File: src/rtl/alu_arb_pkg.sv
// Shared types and constants for the ALU arbiter: FSM state, ALU opcodes, lock limit.
// The optional grant-lock feature is enabled by defining ALU_ARB_LOCK_EN.
package alu_arb_pkg;

    typedef enum logic [1:0] {
        IDLE    = 2'd0,
        ISSUE   = 2'd1,
        CAPTURE = 2'd2,
        RESP    = 2'd3
    } state_e;

    localparam logic [2:0] ALU_ADD = 3'b000;
    localparam logic [2:0] ALU_SUB = 3'b001;
    localparam logic [2:0] ALU_AND = 3'b010;
    localparam logic [2:0] ALU_OR  = 3'b011;
    localparam logic [2:0] ALU_XOR = 3'b100;
    localparam logic [2:0] ALU_NOR = 3'b101;
    localparam logic [2:0] ALU_SLL = 3'b110;
    localparam logic [2:0] ALU_SRA = 3'b111;

    localparam int LOCK_MAX = 4;

endpackage

File: src/rtl/alu_arbiter_rr.sv
// Combinational round-robin pick: first set request at or above i_ptr, wrapping.
module rr_arbiter #(
    parameter int NREQ = 4,
    parameter int IDW  = $clog2(NREQ)
) (
    input  logic [NREQ-1:0] i_req,
    input  logic [IDW-1:0]  i_ptr,
    output logic [NREQ-1:0] o_gnt,
    output logic [IDW-1:0]  o_idx
);

    logic [IDW-1:0] w_j;

    // Scan from the farthest offset down so the nearest request wins last.
    always_comb begin
        o_gnt = '0;
        o_idx = '0;
        w_j   = '0;
        for (int k = NREQ - 1; k >= 0; k--) begin
            w_j = IDW'((int'(i_ptr) + k) % NREQ);
            if (i_req[w_j]) begin
                o_gnt      = '0;
                o_gnt[w_j] = 1'b1;
                o_idx      = w_j;
            end
        end
    end

endmodule

File: src/rtl/alu_arbiter.sv
// Shares one registered-latency ALU among NREQ requesters, one op in flight.
// Optional sticky grants (req_lock port) are compiled in with ALU_ARB_LOCK_EN.
module alu_arbiter
    import alu_arb_pkg::*;
#(
    parameter int n    = 32,
    parameter int NREQ = 4,
    localparam int IDW = $clog2(NREQ)
) (
    input  logic              clk,
    input  logic              rst_n,
    input  logic [NREQ-1:0]   req_valid,
    output logic [NREQ-1:0]   req_ready,
    input  logic [NREQ*n-1:0] req_a,
    input  logic [NREQ*n-1:0] req_b,
    input  logic [NREQ*3-1:0] req_op,
`ifdef ALU_ARB_LOCK_EN
    input  logic [NREQ-1:0]   req_lock,
`endif
    output logic [NREQ-1:0]   resp_valid,
    input  logic [NREQ-1:0]   resp_ready,
    output logic [n-1:0]      resp_result,
    output logic              resp_zero,
    output logic [n-1:0]      alu_a,
    output logic [n-1:0]      alu_b,
    output logic [2:0]        alu_control,
    input  logic [n-1:0]      alu_result,
    input  logic              alu_zero,
    output state_e            o_dbg_state
);

    // Handshakes: a request transfers on the edge where req_valid[i] and req_ready[i]
    // are both high (IDLE only); a response transfers when resp_valid[owner] and
    // resp_ready[owner] are both high (RESP only).
    state_e          r_state, w_next;
    logic [IDW-1:0]  r_ptr, r_owner;
    logic [IDW-1:0]  w_arb_idx, w_sel_idx;
    logic [NREQ-1:0] w_arb_gnt, w_sel_gnt;
    logic            w_accept, w_resp_hs;

    rr_arbiter #(.NREQ(NREQ), .IDW(IDW)) u_rr (
        .i_req (req_valid),
        .i_ptr (r_ptr),
        .o_gnt (w_arb_gnt),
        .o_idx (w_arb_idx)
    );

`ifdef ALU_ARB_LOCK_EN
    logic       r_lock_pend;
    logic [2:0] r_run;
    logic       w_relock;

    assign w_relock  = r_lock_pend && req_valid[r_owner];
    assign w_sel_idx = w_relock ? r_owner : w_arb_idx;
    assign w_sel_gnt = w_relock ? (NREQ'(1) << r_owner) : w_arb_gnt;

    // r_run counts consecutive grants to the current owner.
    always_ff @(posedge clk or negedge rst_n) begin
        if (!rst_n) begin
            r_lock_pend <= 1'b0;
            r_run       <= '0;
        end else begin
            if (w_resp_hs)
                r_lock_pend <= req_lock[r_owner] && (r_run < 3'(LOCK_MAX));
            else if (r_state == IDLE)
                r_lock_pend <= 1'b0;
            if (w_accept)
                r_run <= w_relock ? r_run + 3'd1 : 3'd1;
        end
    end
`else
    assign w_sel_idx = w_arb_idx;
    assign w_sel_gnt = w_arb_gnt;
`endif

    assign w_accept    = (r_state == IDLE) && (|req_valid);
    assign w_resp_hs   = (r_state == RESP) && resp_ready[r_owner];
    assign o_dbg_state = r_state;

    always_ff @(posedge clk or negedge rst_n) begin
        if (!rst_n) r_state <= IDLE;
        else        r_state <= w_next;
    end

    always_comb begin
        w_next = r_state;
        unique case (r_state)
            IDLE:    if (|req_valid) w_next = ISSUE;
            ISSUE:   w_next = CAPTURE;
            CAPTURE: w_next = RESP;
            RESP:    if (resp_ready[r_owner]) w_next = IDLE;
            default: w_next = IDLE;
        endcase
    end

    always_comb begin
        req_ready  = '0;
        resp_valid = '0;
        if (r_state == IDLE) req_ready = w_sel_gnt;
        if (r_state == RESP) resp_valid[r_owner] = 1'b1;
    end

    always_ff @(posedge clk or negedge rst_n) begin
        if (!rst_n) begin
            alu_a       <= '0;
            alu_b       <= '0;
            alu_control <= '0;
            r_owner     <= '0;
            r_ptr       <= '0;
            resp_result <= '0;
            resp_zero   <= 1'b0;
        end else begin
            if (w_accept) begin
                alu_a       <= req_a[w_sel_idx*n +: n];
                alu_b       <= req_b[w_sel_idx*n +: n];
                alu_control <= req_op[w_sel_idx*3 +: 3];
                r_owner     <= w_sel_idx;
            end
            if (r_state == CAPTURE) begin
                resp_result <= alu_result;
                resp_zero   <= alu_zero;
            end
            if (w_resp_hs)
                r_ptr <= (r_owner == IDW'(NREQ - 1)) ? '0 : r_owner + IDW'(1);
        end
    end

endmodule

File: config.mk
export PLATFORM = sky130hd
export DESIGN_NAME = alu_arbiter
export DESIGN_NICKNAME = d
export VERILOG_FILES = /design/src/rtl/alu_arb_pkg.sv /design/src/rtl/alu_arbiter_rr.sv /design/src/rtl/alu_arbiter.sv
export SDC_FILE = /design/constraint.sdc
export NUM_CORES = 1
export LEC_CHECK = 0
export ABC_CLOCK_PERIOD_IN_PS = 7400
export CELL_PAD_IN_SITES_DETAIL_PLACEMENT = 0
export CELL_PAD_IN_SITES_GLOBAL_PLACEMENT = 1
export CORE_AREA = 2 2 165 167
export CTS_CLUSTER_SIZE = 12
export DETAILED_ROUTE_END_ITERATION = 6
export DIE_AREA = 0 0 167 169
export PLACE_DENSITY_LB_ADDON = 0.1
export SLEW_MARGIN = 30
export SYNTH_ARGS = -nofsm -noshare
export SYNTH_HDL_FRONTEND = slang
export SYNTH_SLANG_ARGS = --single-unit
File: constraint.sdc
create_clock -name clk -period 7.4 [get_ports clk]
set_input_delay 1.11 -clock clk [delete_from_list [all_inputs] [get_ports clk]]
set_output_delay 1.11 -clock clk [all_outputs]
set_load 0.01 [all_outputs]
# Yosys cells after proc, flatten, opt, wreduce, memory -nomap -nowiden
# Cells that the tools add are included.
totals:
  reg_bits: 106
  inputBits: 311
  output_inout_bits: 110
  word_cells: 76
classes:
  add_sub_neg: 4
  mul: 1
  order_cmp: 10
  n_eq_ne: 6
  shifts: 3
  mux: 34
  reduce_logical: 10
op_table:
  columns: ["op", "n"]
  rows:
  - ["$shiftx 128x8->32", 2]
  - ["$mux 4", 6]
  - ["$lt 2x3->1 const B", 5]
  - ["$mux 2", 7]
  - ["$shiftx 12x5->3", 1]
  - ["$bmux 1 s2", 5]
  - ["$demux 1 s2", 5]
  - ["$ge 2x1->1 const B", 5]
  - ["$mux 1", 10]
  - ["$pmux 2 s4", 1]
  - ["$logic_and 1x1->1", 7]
  - ["$eq 2x2->1 const B", 3]
  - ["$add 2x1->2 const B", 2]
  - ["$add 2x2->2 const B", 2]
  - ["$mul 2x2->4 const B", 1]
  - ["$reduce_or 4->1", 1]
  - ["$eq 2x1->1 const B", 1]
  - ["$logic_not 2->1", 1]
  - ["$ne 2x1->1 const B", 1]
  - ["$ne 2x2->1 const B", 1]
  - ["$reduce_and 2->1", 1]

# Depth between registers and ports, before layout
logic_depth:
  depth_word: 10
  depth_mapped: 13
  ltp_nobuf: 8

# Hierarchy
# Synthesis repeated with hierarchy kept, for this count alone.
unflattened:
  cells_unflattened: 416
  hier_area_um2: 6401.1
by_module_without_submodules:
  columns: ["module", "n_inst", "cells_per_inst", "area_per_inst_um2", "seq_area_each_um2"]
  rows:
  - ["alu_arbiter", 1, 350, 5909.4, 2652.5]
  - ["rr_arbiter", 1, 66, 491.7, 0.0]

# Worst setup path before layout
# OpenSTA, ideal clock, no wires.
synth_timing:
  path_type: "input to output"
  startpoint: "in req_valid[2]"
  endpoint: "out req_ready[0]"
  arrival_time_ns: 2.591
  t_required_ns: 6.290
  path_slack_ns: 3.699
  stages: 7
  n_path_buf: 1
  cell_sequence: "buf_2 -> mux2i_4 -> mux2i_4 -> a211oi_1 -> a22oi_1 -> a211o_1 -> o21ai_0"
synth_via:
  elab_chain_cells: 7
  word_cells_on_any_way: 13
  classes_between: "mux: 13"
synth_lines:
  columns: ["element", "line", "text"]
  rows:
  - ["from (decl)", "alu_arbiter.sv:12", "input logic [NREQ-1:0] req_valid,"]
  - ["$bmux 1 s2", "alu_arbiter_rr.sv:21", "if (i_req[w_j]) begin"]
  - ["$mux 1 (implied by the code)", "alu_arbiter_rr.sv:21", null]
  - ["$mux 4 (3 in a row)", "alu_arbiter_rr.sv:21", null]
  - ["$mux 4 (*)", "alu_arbiter_rr.sv:21", null]
  - ["$mux 4 (*)", "alu_arbiter.sv:99", "if (r_state == IDLE) req_ready = w_sel_gnt;"]
  - ["to (decl)", "alu_arbiter.sv:13", "output logic [NREQ-1:0] req_ready,"]
# Mark *: on every way between the ends. The rest lies on a longest branch, timed or not. The select of a mux whose other input is x is not followed.

# Worst setup path after layout
layout_timing:
  startpoint: "in req_valid[1]"
  endpoint: "out req_ready[0]"
# Same word-level chain as after synthesis.

==> qor.yml <==
root_buffer: "clkbuf_16"
gr-total-overflow: 0
cts_resized: 0
dr.pass1.iters: 5
grt_max_degree: 62
crit_type: "input pin to output port"
cts_hold_buf: 0
p_leak_nw: 5.081
gp_congestion: 0.7596
start_util: 0.2884
clock_latency_ns: 0.37
synthXorXnorAreaFrac: 0
cts_buffers: 9
hold_class: "register to register"
fin_crit_sh: 0.6819
grt_pass1_wl_um: 43430
syn_to_final_growth_pct: 61.69
start_kind: "input pin"
clock.fmax_ghz: 0.1982
cts_tree: "yes"
synth_seq_cells: 106
synthMuxAreaShare: 0.3222
grt_antenna_before_repair: 1
hold_viol: 0
vdd_drop_max_mv: 0.2230
worstPathArrival_ns: 3.94
nNetsFinal: 1410
synth_top_family_by_area: "multiplexers"
clockBufferDepth: 2
final-max-slew-violation-count: 0
setup_viol: 0
layout_commonest_cell: "clkdlybuf4s50_1"
rsz0062_at_grt: "false"
ys_types: 45
min_period_ns: 5.046
status: "completed"
met2WireLength_um: 14520
endpoint_kind: "output port"
synth_fa_ha_area_frac: 0.02292
final_util: 0.4663
syn-cell-area_um2: 7642
skew_ns: 0.01065
drc: 0
die_area_um2: 28220
synth-simple-area-share: 0.07744
clk_pin_slew_ns: 0.08
row_count: 60
vias_per_cell: 4.940
gr-usage-all-layers: 0.1968
routed.top_layer: "met5"
slew_headroom: 0.4451
synthesis.nets: 1028
clock-sinks: 106
maxCapViolCount: 0
worst_pin_slew_ns: 0.8324
numPortBuffers: 420
post_drt_wl_per_cell_um: 20.00
core_um2: 26500
route.met3.wl_um: 2522
synth-compound-area-share: 0.1785
grt_pass1_vias: 7410
synth_area_per_cell_um2: 10.87
syn_inst: 703
detail-route-antenna-nets: 0
crit_required_ns: 6.29
synthArstFlopShare: 1.000
die_width_um: 167
tns_ns: 0
postCtsSetupBuffers: 0
cts_max_level: 3
antenna_cells: 0
drt_iter0_markers: 298
cp_max_fo: 10
wirelength_um: 28620
die_y_um: 169
ys_seq_area_frac: 0.3471
dp_hpwl_um: 20700
final_cell_mix: "clkdlybuf4s50_1, dfrtp_1, mux2_2"
vias: 7069
power_density_nw_per_um2: 387.1
wl_met1_um: 11240
drive_above_1_share: 0.1725
synth_edf_count: 0
synth_warnings: 0
ios: 421
ys.flop_type: "dfrtp_1"
whs_ns: 0.4942
[state kept, by name, indices dropped and copies added, names as in the netlist]
register,count
alu_a,32
alu_b,32
resp_result,32
alu_control,3
o_dbg_state,2
r_owner,2
r_ptr,2
resp_zero,1
[through the flow]
step	setup slack [ns]	power, mW	instance area [µm²]	cells
after global routing	2.112	5.131	12360	1431
after floorplan	3.699	3.096	7642	703
after CTS	2.345	4.872	12350	1431
final	2.354	4.783	12360	1431
after detailed placement	2.356	4.302	12020	1415
after global placement	2.355	4.310	12020	1415
[final timing paths]
kind	cells after the start	end	slack (ns)	startpoint
max	8	req_ready[0]	2.35	req_valid[1]
min reg2reg	2	alu_a[11]$_DFFE_PN0P_	0.49	alu_a[11]$_DFFE_PN0P_
max reg2reg	9	alu_b[1]$_DFFE_PN0P_	3.54	r_ptr[1]$_DFFE_PN0P_
max in group asynchronous	2	r_ptr[0]$_DFFE_PN0P_	5.28	rst_n
min in group asynchronous	1	alu_a[16]$_DFFE_PN0P_	0.75	rst_n
min	2	alu_a[11]$_DFFE_PN0P_	0.49	alu_a[11]$_DFFE_PN0P_
[worst max-delay path, stage by stage]
cell             delay, ns
clkdlybuf4s50_1       0.65
mux2i_2               0.34
mux2i_4               0.18
a211oi_1              0.51
a22oi_1               0.13
a211o_1               0.31
o21ai_0               0.08
clkdlybuf4s50_1       0.62
[synth_stat cells, types with 2 or more instances]
cell type,count,area (µm²)
dfrtp_1,106,2653
mux2i_1,95,950.9
clkbuf_1,28,105.1
o31ai_1,3,22.52
o221ai_1,24,210.2
nand2_1,79,296.5
a22oi_1,7,52.55
nor2_1,55,206.5
o21ai_0,7,35.03
and2_1,5,31.28
mux2i_4,4,90.09
buf_4,5,37.54
nor2b_1,2,12.51
a211o_1,4,35.03
buf_6,13,146.4
a21oi_1,45,225.2
buf_1,2,7.510
a221oi_2,41,615.6
inv_1,6,22.52
a221oi_1,2,17.52
mux2_1,22,247.7
ha_1,14,175.2
mux2_2,101,1137
buf_2,12,60.06
[per-layer routing]
layer,track usage,vias to the layer above
li1,-,3379
met3,0.07038,19
met2,0.3539,270
met4,0.04010,2
met5,0,-
met1,0.2251,3399
[cells by family after synthesis]
kind of cell             Yosys count
flip-flops                       106
AND/OR/NAND/NOR                  147
multiplexers                     224
AO/OA/AOI/OAI                    144
adder cells (fa/ha/maj)           14
buffers and inverters             68
[layout make-up]
type                            count  area, µm²
Tap cell                          341      426.7
Timing Repair Buffer              432       4295
Clock inverter                      7      107.6
Inverter                            7      26.28
Sequential cell                   106       2654
Fill cell                        2545      14140
Clock buffer                        9      225.2
Multi-Input combinational cell    529       4622
[report_power, final]
group	internal, mW	total (mW)	switching, mW	leakage (nW)
Combinational	1.60	3.18	1.58	3.69
Sequential	0.883	1.06	0.181	1.23
Clock	0.276	0.543	0.267	0.160
Power figures use the tool's default switching activity.
